File: config.mk
export PLATFORM = sky130hd
export DESIGN_NAME = regfile_dump_ctrl
export DESIGN_NICKNAME = d
export VERILOG_FILES = /design/src/rtl/regfile_dump_ctrl.sv
export SDC_FILE = /design/constraint.sdc
export NUM_CORES = 1
export LEC_CHECK = 0
export CAP_MARGIN = 20
export CORE_ASPECT_RATIO = 1.5
export CORE_MARGIN = 2
export CORE_UTILIZATION = 43
export CTS_CLUSTER_SIZE = 28
export DETAILED_ROUTE_END_ITERATION = 8
export PLACE_DENSITY = 0.87
export SLEW_MARGIN = 20
export SYNTH_ARGS = -nofsm -noshare
export SYNTH_HDL_FRONTEND = slang
export SYNTH_SLANG_ARGS = --single-unit
export TNS_END_PERCENT = 100
File: constraint.sdc
create_clock -name i_clk -period 1.6 [get_ports i_clk]
set_clock_uncertainty 0.15 [all_clocks]
set_input_delay 0.4 -clock i_clk [delete_from_list [all_inputs] [get_ports i_clk]]
set_output_delay 0.4 -clock i_clk [all_outputs]
set_load 0.05 [all_outputs]
File: src/rtl/regfile_dump_ctrl.sv
// Debug dump controller for register file read port 1: passes the decode address
// through when idle, otherwise walks all registers and streams each word LSB-first.
module regfile_dump_ctrl #(
  parameter int N_REGS = 32,
  parameter int ADDR_W = 5,
  parameter int DATA_W = 32
) (
  input  logic              i_clk,
  input  logic              i_rst,
  input  logic              i_start,
  input  logic              i_halted,
  input  logic [ADDR_W-1:0] i_id_read_register,
  output logic [ADDR_W-1:0] o_rf_read_register,
  input  logic [DATA_W-1:0] i_rf_read_data,
  output logic [7:0]        o_byte,
  output logic              o_byte_valid,
  input  logic              i_byte_ready,
  output logic              o_busy,
  output logic              o_done
);

  localparam int NBYTES = DATA_W / 8;
  localparam int BCNT_W = (NBYTES > 1) ? $clog2(NBYTES) : 1;
  localparam logic [BCNT_W-1:0] LAST_BYTE = BCNT_W'(NBYTES - 1);
  localparam logic [ADDR_W-1:0] LAST_REG  = ADDR_W'(N_REGS - 1);

  localparam logic [2:0] S_IDLE    = 3'd0;
  localparam logic [2:0] S_ISSUE   = 3'd1;
  localparam logic [2:0] S_CAPTURE = 3'd2;
  localparam logic [2:0] S_SEND    = 3'd3;
  localparam logic [2:0] S_DONE    = 3'd4;

  logic [2:0]        state;
  logic [ADDR_W-1:0] idx;
  logic [BCNT_W-1:0] bcnt;
  logic [DATA_W-1:0] sh;
  logic              hs;

  // Outputs decode straight from registered state, so valid never sees ready.
  assign o_byte_valid = (state == S_SEND);
  assign o_byte       = sh[7:0];
  assign o_busy       = (state != S_IDLE);
  assign o_done       = (state == S_DONE);
  assign hs           = o_byte_valid & i_byte_ready;

  // Zero-latency pass-through while idle; the dump owns the port otherwise.
  always_comb begin
    o_rf_read_register = i_id_read_register;
    if (state != S_IDLE) o_rf_read_register = idx;
  end

  always_ff @(posedge i_clk) begin
    if (i_rst) begin
      state <= S_IDLE;
      idx   <= '0;
      bcnt  <= '0;
      sh    <= '0;
    end else begin
      case (state)
        S_IDLE: begin
          if (i_start && i_halted) begin
            idx   <= '0;
            state <= S_ISSUE;
          end
        end
        S_ISSUE: state <= S_CAPTURE;
        S_CAPTURE: begin
          sh    <= i_rf_read_data;
          bcnt  <= '0;
          state <= S_SEND;
        end
        S_SEND: begin
          if (hs) begin
            sh   <= sh >> 8;
            bcnt <= bcnt + 1'b1;
            if (bcnt == LAST_BYTE) begin
              if (idx == LAST_REG) begin
                state <= S_DONE;
              end else begin
                idx   <= idx + 1'b1;
                state <= S_ISSUE;
              end
            end
          end
        end
        S_DONE:  state <= S_IDLE;
        default: state <= S_IDLE;
      endcase
    end
  end

endmodule

==> results.cfg <==
[outcome]
status = finished with violations
violations = setup timing

[synthesis]
seq_area_frac_synth_pct = 40.7
syn_avg_cell_area_um2 = 8.01
synthFlopType = dfxtp_1
yosysWarnings = 0
synth.area.top_cells = dfxtp_1 (41%), nand2_1 (8.9%), o21ai_0 (7.8%), a31oi_1 (7.6%), nand4_1 (7.6%)
ys_async_sr_fraction_pct = 0
synth_fp_nets = 303
synth_cell_type_count = 39
yosysTopAreaCell = dfxtp_1
synth_edf_count = 0
syn_area_um2 = 2070
synth_top_area_share_pct = 40.7
synth_seq_cells = 42
syn-instance-count = 258

[critical_path]
r2r_slack_ns = -0.12
worstPathArrival_ns = 1.32
required_ns = 1.05
r2r-end = idx[2]
crit_path_end_kind = primary output
cp_max_fo = 7
path_class = reg -> out
timing.rr.start = idx[0]
startpoint_type = flop
reg2regPathDepth = 6

[sta]
final_hold_viol_count = 0
timing.fmax_mhz = 535
max_slew_margin_pct = 72.3
finalCritPeriodShare_pct = 117
post-route-min-period_ns = 1.87
drv_slew = 0
setup_viol = 14
grt_setup_unrepaired = yes
worstMarginPinSlew_ns = 0.404
setup_slack_ns = -0.269

[worst_hold_path]
hold_path.class = reg -> reg
holdPathStages = 2
hp-start = sh[24]
min_to = sh[24]

[floorplanning]
initial_utilization_pct = 45.1
rows = 30
io_pins = 58
die_x_um = 60.6
die_y_um = 88.9
fp.dieArea_um2 = 5390
core_area_um2 = 4580

[finish]
final_cell_mix = clkdlybuf4s50_1 (40), nand2_1 (37), dfxtp_1 (37)
layout_commonest_cell = clkdlybuf4s50_1
stdcell_count = 378
nNetsFinal = 358
area_growth_syn_to_layout_pct = 58.2
post_route_cells_drive_above_1_share_pct = 25.8
diodes = 0
final_area_um2 = 3270

[power_and_ir_drop]
leakage_uw = 0.00120
vdd_drop_max_mv = 0.913
power_density_nw_per_um2 = 884

[clocking]
cts_tree = done
cts_sinks = 42
cts_buffers = 5
cts_root_buf = clkbuf_8
cts.path.max_buffers = 2
clk_pin_slew_worst_paths_ns = 0.08
htree_levels = 2
clock_latency_ns = 0.30

[detailed_routing]
firstDrtPassIters = 4
drt-total-wl_um = 5400
vias = 2132
drt_iter0_drc = 80
via_per_inst = 5.64
ant_nets = 0
remaining_drc_errors = 0
wire_per_inst_um = 14.3

[placed_design]
gp_congestion = 0.815
dp_hpwl_um = 3630
io_buffers = 57
placed_cell_area_um2 = 3050
placed_cells = 368

[global_routing]
antenna_found_initial = 0
grt_max_degree = 35
first_global_vias = 2076
grt_pass1_wl_um = 9120
overflow = 0
track_usage_pct = 22.0

[run]
max-cap-violations = 0
==> worst max path at each step <==
stage	startpoint	cells past startpoint	slack [ns]	endpoint
after global placement	i_byte_ready	5	-0.22	sh[17]
after global routing	state[0]	6	-0.32	o_rf_read_register[4]
final	state[0]	6	-0.27	o_rf_read_register[4]
after floorplan	idx[1]	6	-0.06	idx[2]
after CTS	state[0]	6	-0.28	o_rf_read_register[4]
after detailed placement	i_byte_ready	5	-0.30	sh[2]
==> area by class of cell <==
class                   count  area (um^2)
clock buffers               5         68.8
inverters                   1         16.3
fillers                   360         1310
multi-input cells         182         1220
clock inverters             3         43.8
well taps                  64         80.1
repair buffers             81          991
flip-flops and latches     42          852
==> cell usage after synthesis (2+ instances only) <==
cell,count
a21oi_1,10
a31oi_1,25
and3b_1,2
buf_1,2
buf_2,7
buf_4,8
clkbuf_1,13
clkbuf_2,2
dfxtp_1,42
ha_1,3
mux2i_1,2
nand2_1,49
nand2b_1,6
nand3_1,2
nand3b_1,2
nand4_1,25
nand4b_1,2
nor2b_1,2
o21ai_0,32
o21ai_1,3
==> state kept, by name, summed over array words and instances, names as in the netlist <==
signal and cells:
sh 32, idx 5, state 3, bcnt 2
==> power by group <==
group	internal, uW	leakage, uW	switching [uW]
logic	431	0.000794	467
clock network	467	0.0000585	376
registers	1110	0.000344	42.1
==> critical path, cell delays in order (launching register included) <==
cell and delay (ns):
dfxtp_2 0.34, nor3_4 0.21, buf_12 0.16, inv_12 0.05, nand2_4 0.07, nand2_4 0.05, buf_12 0.14
==> repair_timing <==
action | in CTS | in global routing
setup buffers | 1 | 1
pin swaps | 8 | 5
hold buffers | 0 | 0
setup endpoints to repair | 14 | 44
gates resized for setup | 16 | 6
==> layer usage <==
| metal | vias up | part of all wire, % | global-route usage, % |
|---|---|---|---|
| li1 | 1047 | - | - |
| met5 | - | 0 | 0 |
| met3 | 11 | 6.2 | 5.21 |
| met2 | 84 | 52 | 37.0 |
| met4 | 0 | 2.1 | 9.68 |
| met1 | 990 | 40 | 26.2 |
==> cell families after synthesis <==
logic type      after synthesis  synth area share, %
compound gates               78                 22.5
simple gates                 99                 25.4
flops                        42                 40.7
fa+ha+maj                     3                 1.82
mux                           2                0.969
buf+inv                      34                 8.54
==> per-stage QoR <==
step	power (uW)	setup slack [ns]	utilization, %	TNS (ns)	hold WS, ns
CTS	2900	-0.277	70.8	-2.32	0.331
global placement	2000	-0.223	66.6	-8.40	0.312
floorplan	1640	-0.0588	-	-0.182	0.300
global route	3000	-0.323	71.4	-3.03	0.359
detailed placement	2020	-0.300	66.6	-10.49	0.320
finish	2890	-0.269	71.4	-2.22	0.326
(Power assumes the default switching activity.)
